[config.mk]
export PLATFORM = sky130hd
export DESIGN_NAME = if_id_queue
export DESIGN_NICKNAME = d
export VERILOG_FILES = /design/src/rtl/ifq_pkg.sv /design/src/rtl/ifq_storage.sv /design/src/rtl/if_id_queue.sv
export SDC_FILE = /design/constraint.sdc
export NUM_CORES = 1
export LEC_CHECK = 0
export BUFFER_PORTS_ARGS = -buffer_cell sky130_fd_sc_hd__buf_4
export CAP_MARGIN = 25
export CORE_ASPECT_RATIO = 1.25
export CORE_MARGIN = 1
export CORE_UTILIZATION = 62
export CTS_CLUSTER_SIZE = 30
export DETAILED_ROUTE_END_ITERATION = 7
export PLACE_DENSITY = 0.85
export SLEW_MARGIN = 20
export SYNTH_ARGS = -nofsm -noshare
export SYNTH_HDL_FRONTEND = slang
export SYNTH_SLANG_ARGS = --single-unit
[constraint.sdc]
create_clock -name clk -period 5.7 [get_ports clk]
set_input_delay 0.57 -clock clk [delete_from_list [all_inputs] [get_ports clk]]
set_output_delay 0.57 -clock clk [all_outputs]
set_load 0.01 [all_outputs]
[src/rtl/ifq_pkg.sv]
// Shared types and constants for the fetch-to-decode instruction queue.
// The entry layout is fixed at 32-bit fields; if_id_queue's XLEN must stay 32.
package ifq_pkg;

  localparam int IFQ_XLEN  = 32;
  localparam int IFQ_DEPTH = 4;
  localparam int PTR_W     = $clog2(IFQ_DEPTH);

  // addi x0,x0,0
  localparam logic [31:0] NOP_INS = 32'h0000_0013;

  typedef struct packed {
    logic [31:0] ins;
    logic [31:0] pc;
    logic [31:0] pcp4;
  } ifq_entry_t;

  // What decode sees when the queue has nothing to offer.
  function automatic ifq_entry_t nop_entry();
    ifq_entry_t e;
    e.ins  = NOP_INS;
    e.pc   = '0;
    e.pcp4 = '0;
    return e;
  endfunction

endpackage

[src/rtl/ifq_storage.sv]
// Entry array for if_id_queue: one synchronous write port, one asynchronous read port.
// Contents are deliberately not reset; validity is tracked by the owner's count.
module ifq_storage
  import ifq_pkg::*;
#(
  parameter int DEPTH = IFQ_DEPTH,
  parameter int AW    = PTR_W
) (
  input  logic            clk,
  input  logic            we,
  input  logic [AW-1:0]   waddr,
  input  ifq_entry_t      wdata,
  input  logic [AW-1:0]   raddr,
  output ifq_entry_t      rdata
);

  ifq_entry_t mem_q [DEPTH];

  generate
    for (genvar gi = 0; gi < DEPTH; gi++) begin : g_entry
      always_ff @(posedge clk) begin
        if (we && (waddr == AW'(gi))) begin
          mem_q[gi] <= wdata;
        end
      end
    end
  endgenerate

  assign rdata = mem_q[raddr];

endmodule

[src/rtl/if_id_queue.sv]
// Fetch-to-decode instruction queue with flush; decode sees a NOP when empty.
// Optional macro IFQ_BYPASS_EN: fall-through from in_* to out_* when the queue is empty.
module if_id_queue
  import ifq_pkg::*;
#(
  parameter int XLEN  = IFQ_XLEN,
  parameter int DEPTH = IFQ_DEPTH
) (
  input  logic                     clk,
  input  logic                     rst,
  input  logic                     flush,
  input  logic                     in_valid,
  output logic                     in_ready,
  input  logic [XLEN-1:0]          in_ins,
  input  logic [XLEN-1:0]          in_pc,
  input  logic [XLEN-1:0]          in_pcp4,
  output logic                     out_valid,
  input  logic                     out_ready,
  output logic [XLEN-1:0]          out_ins,
  output logic [XLEN-1:0]          out_pc,
  output logic [XLEN-1:0]          out_pcp4,
  output logic [$clog2(DEPTH):0]   count
);

  localparam int AW = $clog2(DEPTH);
  localparam int CW = AW + 1;
  localparam logic [CW-1:0] FULL = CW'(DEPTH);

  logic [AW-1:0] rd_ptr_q, rd_ptr_d;
  logic [AW-1:0] wr_ptr_q, wr_ptr_d;
  logic [CW-1:0] count_q, count_d;

  logic       has_data;
  logic       bypass;
  logic       push;
  logic       pop;
  logic       store;
  logic       deq;
  logic       we;
  ifq_entry_t wdata;
  ifq_entry_t rdata;
  ifq_entry_t head;

  assign has_data = (count_q != '0);

`ifdef IFQ_BYPASS_EN
  assign bypass = !has_data && in_valid && !flush;
`else
  assign bypass = 1'b0;
`endif

  assign in_ready  = (count_q != FULL);
  assign out_valid = has_data || bypass;
  assign push      = in_valid && in_ready;
  assign pop       = out_valid && out_ready;
  // A bypassed triple taken by decode in the same cycle never touches storage.
  assign store     = push && !(bypass && out_ready);
  assign deq       = pop && has_data;

  assign wdata.ins  = in_ins;
  assign wdata.pc   = in_pc;
  assign wdata.pcp4 = in_pcp4;

  ifq_storage #(
    .DEPTH (DEPTH),
    .AW    (AW)
  ) u_storage (
    .clk   (clk),
    .we    (we),
    .waddr (wr_ptr_q),
    .wdata (wdata),
    .raddr (rd_ptr_q),
    .rdata (rdata)
  );

  always_comb begin
    head = nop_entry();
    if (has_data) begin
      head = rdata;
    end else if (bypass) begin
      head = wdata;
    end
  end

  assign out_ins  = head.ins;
  assign out_pc   = head.pc;
  assign out_pcp4 = head.pcp4;
  assign count    = count_q;

  always_comb begin
    rd_ptr_d = rd_ptr_q;
    wr_ptr_d = wr_ptr_q;
    count_d  = count_q;
    we       = 1'b0;
    // Flush drops everything, including a push or pop offered this cycle.
    if (flush) begin
      rd_ptr_d = '0;
      wr_ptr_d = '0;
      count_d  = '0;
    end else begin
      we = store;
      if (store) begin
        wr_ptr_d = wr_ptr_q + 1'b1;
      end
      if (deq) begin
        rd_ptr_d = rd_ptr_q + 1'b1;
      end
      count_d = count_q + CW'(store) - CW'(deq);
    end
  end

  always_ff @(posedge clk or posedge rst) begin
    if (rst) begin
      rd_ptr_q <= '0;
      wr_ptr_q <= '0;
      count_q  <= '0;
    end else begin
      rd_ptr_q <= rd_ptr_d;
      wr_ptr_q <= wr_ptr_d;
      count_q  <= count_d;
    end
  end

endmodule

[Word-level counts from Yosys, hierarchy flattened]
Memories as Yosys holds them, arrays and structs flattened.
Cells that the tools add are included.
Storage, ports and cells
  memories: 1
  bits of input ports: 101
  RAM bits: 384
  latch bits: 0
  memory bits (read-only): 0
  output and inout bits: 101
  flip-flop bits (word level): 7
Memory list
  u_storage.mem_q: depth 4, width 96, rd ports 1, clocked after Yosys merged registers in 0, wr ports 1, RTL line ifq_storage.sv:17  | ifq_entry_t mem_q [DEPTH];
Operators by class
  reductions and logical operators: 14
  shift operators: 0
  order comparisons: 0
  add/sub/neg operators: 4
  $mul: 0
  bitwise logic cells: 0
  divide/modulo/power cells: 0
  muxes and demuxes: 24
  equal/unequal tests: 4
Operators with widths (number)
  $mux W96: 4
  $reduce_or A96 Y1: 3
  $mux W2: 7
  $mux W1: 12
  $logic_and A1 B1 Y1: 7
  $add A2 B1 Y2 const B: 2
  $eq A2 B2 Y1 const B: 2
  $reduce_bool A2 Y1: 2
  $add A3 B1 Y3: 1
  $mux W3: 1
  $ne A3 B3 Y1 const B: 1
  $reduce_bool A3 Y1: 1
  $sub A3 B1 Y3: 1
  $eq A2 B1 Y1 const B: 1
  $logic_not A2 Y1: 1

[Logic depth before layout (Yosys ltp)]
  depth in word-level cells: 10
  mapped depth: 11
  gate-level depth less buffers: 11

[Cells and area by module]
A second synthesis with hierarchy kept.
Unflattened totals
  cells, all modules: 652
  area, all modules: 14946.8 µm²
Modules (own cells, without submodules)
  ifq_storage: cells each 506, times used 1, area an instance 13889.6 µm², seq. area each 11531.1 µm²
  if_id_queue: cells each 146, times used 1, area an instance 1057.3 µm², seq. area each 175.2 µm²

[Worst setup path before layout]
Ideal clock, no wire load.
  kind: input to register
  from: input port flush
  to: memory u_storage.mem_q[0][0] (netlist bit), enable pin
  setup slack: 1.967 ns
  stages: 3
  library setup time: 0.466 ns
  arrival time: 3.267 ns
  cells stage by stage: clkbuf_1 -> nor3_1 -> and2_1
On the way
  cells in the longest elaborated chain, start to end: 8
  elaborated cells on any way between the ends: 22
  classes of those cells: 15 x mux; 7 x reduce/logical
Ends and longest elaborated chain
  from (decl): RTL line if_id_queue.sv:11  | input logic flush,
  $mux W1 *: RTL line if_id_queue.sv:96  | if (flush) begin
  $logic_and A1 B1 Y1: RTL line ifq_storage.sv:22  | if (we && (waddr == AW'(gi))) begin
  $mux W1: RTL line ifq_storage.sv:22
  $mux W1 (not written as such): RTL line ifq_storage.sv:23  | mem_q[gi] <= wdata;
  $reduce_or A96 Y1 (no line)
  $mux W2 (no line) / $mux W1 (equally long branches) (3 in a row)
  to (decl): RTL line ifq_storage.sv:17
Every way passes the cells marked *; elsewhere a longest branch is shown, timed or not.

[Final worst setup path]
  from: register rd_ptr_q[0]
  to: output port out_pc[28]
On the way
  cells in the longest elaborated chain, start to end: 2
Ends and longest elaborated chain
  from (decl): RTL line if_id_queue.sv:29  | logic [AW-1:0] rd_ptr_q, rd_ptr_d;
  from (signal assigned): RTL line if_id_queue.sv:118  | rd_ptr_q <= rd_ptr_d;
  $mem_v2 Z4 W96
  $mux W96: RTL line if_id_queue.sv:78  | if (has_data) begin
  to (decl): RTL line if_id_queue.sv:20  | output logic [XLEN-1:0] out_pc,
Every way passes these cells.

==> results summary <==
The flow ran to the end, and the final reports show no timing, DRC or antenna violations. The arrival time of data at the critical path endpoint came out at a little under 3 ns. The peak fanout along the critical path is 57. During I/O placement, the number of pins put on the boundary was between 200 and 250.

The worst IR drop on VDD is between 300 and 400 µV. In the final layout, the multi-input gates occupy 3038 µm². The maximum buffer depth of the clock tree is 3. Summing all placed instances gives a cell area of 16770 µm².

Summed over all instances, the cell type with the most area after synthesis is sky130_fd_sc_hd__edfxtp_1. The cell count after synthesis came out at 661. The die covers 24730 µm². The overall die width came out at 140.9 µm.

Measured on the finished design, the core utilization comes to 75.28%. The part of the Yosys area used for sequential elements is 78.33%. The final design instance area without fill is roughly 18000 µm². In the global route stage, met1 resource usage came out at 29.73%. After synthesis, the cell types taking the most area are sky130_fd_sc_hd__edfxtp_1, sky130_fd_sc_hd__mux4_2, sky130_fd_sc_hd__and2_1, sky130_fd_sc_hd__dfrtp_1, sky130_fd_sc_hd__ha_1. The finished layout holds 1225 standard cells, fillers aside. The TritonCTS clock tree is done. The maximum number of pins on one net before global-route repair came out at 96. For this run the aggregate overflow at the end of global routing stands at 0. The setup TNS came out at 0 ns. The number of warnings reported in the yosys synthesis log came out at 0. The leakage dissipation is 6.052 nW. The simple logic cell fraction of the synthesized area is 4.864%. The starting utilization of the core area came out at 62.99%. The shortest clock period the worst path allows after layout is 3.514 ns.

The worst setup path is captured at an output port. The startpoint type of the worst setup path is a flop. Timing would allow up to 0.2845 GHz. Synthesis instantiated 27 different standard cells from the library.

The combined area of all synthesized cells came out at approximately 15000 µm². The layout has 1255 filler cells. The clock-pin slew on the worst setup and hold paths is 0.06 ns. After detailed routing, the average wire length per cell comes to 23.14 µm. The XOR/XNOR share of the synthesized area came out at 0.05860%. The slew at the pin with the worst max-slew slack is around 1.0 ns. The weighted congestion at the end of routability-driven global placement came out at 0.7940. The complex-gate fraction of the synthesized area came out at less than 1%. In this run the worst hold path is classified as input port to flop. The number of failing hold endpoints at the final stage came out at 0. The fraction of the mapped netlist area in adder cells came out at less than 1%. The met3 layer usage reported by global route came out at 4.526%.

The type of the worst setup path is flop to output port. The number of placed instances with taps included is 1161. The post-route netlist has slightly below 40% of its cells at a drive strength greater than 1. The final total power came out at between 7 and 8 mW. Summed over all nets, the half-perimeter wirelength after detailed placement is 16740 µm. The global-route total usage across every layer is 23.68%.

The multiplexer share of the synthesized area is 14.53%. The mean instance size in the synthesized netlist is 22.61 µm². The global routing stage identified its most utilized layer as met2.

The chip height came out at 175.6 µm. The most common cell after layout, fill and taps aside is sky130_fd_sc_hd__edfxtp_1. In this run the clock root is driven by a sky130_fd_sc_hd__clkbuf_16.

The register cell area after layout came out at 11710 µm². The remaining number of nets flagged by the antenna check after routing came out at 0. The post-synthesis register bit count is about 390. The area of the core is 23730 µm². The detailed-routing iteration count for the pre-antenna-repair pass came out at 5. The layout-stage area growth over the synthesis result is 19.51%. The site row count came out at 63.

Setup repair after global routing left no endpoint under its margin. The number of DRC violations after detailed-routing iteration 0 is 451. The number of sinks handled by clock tree synthesis is 391. The final setup skew is 0.01548 ns. The via count of the first global-routing pass came to 7664. The H-tree was split into 2 levels.

The count of final max-slew check failures is 0. The number of nets produced by synthesis came out at 769. Global routing used 41.11% of the available met2 tracks. The power per unit of standard cell area is 447.0 nW/µm². The via count came out at 7099.

The part of the cycle the worst path needs came out at between 60 and 70%. The mean number of vias per cell is 5.795. The required time of the critical path is ~5.1 ns. The final layout contains routed wiring with a total length of 28350 µm. The share of the synthesized area in the top cell type is 77.15%.

The number of antenna violations at the first check in global routing is 0. The first-pass GRT wire length is 43010 µm. The final setup violation count came out at 0. Max-cap violations in this run came to 0. The largest family of logic cells by synthesized area is multiplexers. Leaving out fill and tap cells, the most frequent cells in the layout are sky130_fd_sc_hd__edfxtp_1, sky130_fd_sc_hd__buf_4, sky130_fd_sc_hd__mux4_2.

The number of nets in the final layout came out at a little under 1000. The post-detailed-route DRC marker count came out at 0. The number of buffers added on ports came out at 201. TritonCTS created 36 clock buffers. The worst slew margin relative to its limit is 31.51%. The number of diodes is 0.

Clock latency on the worst-skew pair, taken at its later pin, is 0.51 ns.
==> path summary, 6_finish.rpt <==
check	start	endpoint	slack, ns	depth (start not counted)
worst max-delay path	rd_ptr_q[0]	out_pc[28]	2.19	4
worst min-delay path	in_pcp4[23]	u_storage.mem_q[2][23]	0.26	1
worst max register to register	count[2]	u_storage.mem_q[3][3]	2.76	4
worst min register to register	wr_ptr_q[0]	wr_ptr_q[0]	0.64	2
max in group asynchronous	rst	rd_ptr_q[1]	4.88	3
min in group asynchronous	rst	count[2]	0.59	3
==> layer usage <==
layer / vias to the layer above / share of wire [%]
met5: - / 0
met1: 3662 / 37
met4: 0 / 3.6
li1: 3099 / -
met3: 64 / 6.3
met2: 274 / 53
==> power breakdown <==
group	leakage, nW	total (mW)	switching, mW	internal [mW]
clock network	0.528	2.24	0.955	1.28
logic	1.95	2.27	1.08	1.19
registers	3.57	3.48	0.134	3.34
==> what timing repair did <==
action                                 in CTS  in global routing
resized for setup                           0                  0
endpoints found under the hold margin       7                  0
buffers inserted                            0                  0
hold buffers                                1                  0
==> stage by stage <==
step / hold WS [ns] / setup slack [ns]
floorplan: 0.3734 / 1.967
global placement: 0.5082 / 2.642
detailed placement: 0.5257 / 2.634
CTS: 0.2402 / 2.077
global route: 0.2402 / 1.961
finish: 0.2565 / 2.186
==> state kept, by name, summed over array words and instances (netlist names) <==
signal,count
rd_ptr_q,2
wr_ptr_q,2
count,3
u_storage.mem_q,384
==> cell usage after synthesis <==
cell type,count
sky130_fd_sc_hd__clkbuf_1,17
sky130_fd_sc_hd__nand3_1,1
sky130_fd_sc_hd__nor3b_1,1
sky130_fd_sc_hd__nand2_1,1
sky130_fd_sc_hd__nor3_2,1
sky130_fd_sc_hd__dfrtp_1,7
sky130_fd_sc_hd__nor3_1,2
sky130_fd_sc_hd__nor2_1,4
sky130_fd_sc_hd__inv_1,9
sky130_fd_sc_hd__a21oi_1,2
sky130_fd_sc_hd__buf_2,12
sky130_fd_sc_hd__or2_1,3
sky130_fd_sc_hd__xor2_1,1
sky130_fd_sc_hd__edfxtp_1,384
sky130_fd_sc_hd__buf_4,1
sky130_fd_sc_hd__ha_1,6
sky130_fd_sc_hd__buf_8,1
sky130_fd_sc_hd__or3_1,2
sky130_fd_sc_hd__nand2b_1,3
sky130_fd_sc_hd__mux4_2,96
sky130_fd_sc_hd__o21ai_0,3
sky130_fd_sc_hd__mux2i_1,1
sky130_fd_sc_hd__buf_6,1
sky130_fd_sc_hd__nor2b_1,1
sky130_fd_sc_hd__buf_12,1
sky130_fd_sc_hd__fa_1,1
sky130_fd_sc_hd__and2_1,99
==> kinds of logic after synthesis <==
family	after synthesis
compound gates	5
xor+xnor	1
fa+ha+maj	7
buf+inv	42
flops	391
mux	97
simple gates	118
==> layout make-up <==
type / count / area share, %
repair buffers: 209 / 8.868
clock buffers: 48 / 5.415
flip-flops and latches: 391 / 65.58
well taps: 325 / 2.277
clock inverters: 15 / 0.6655
multi-input cells: 228 / 17.01
inverters: 9 / 0.1891
==> critical path, stage by stage, from the launching register on <==
cell                      delay (ns)
sky130_fd_sc_hd__dfrtp_4        0.97
sky130_fd_sc_hd__buf_12         0.48
sky130_fd_sc_hd__mux4_2         0.58
sky130_fd_sc_hd__and2_1         0.19
sky130_fd_sc_hd__buf_4          0.14
Note: power is estimated with default switching activity, not from simulation.
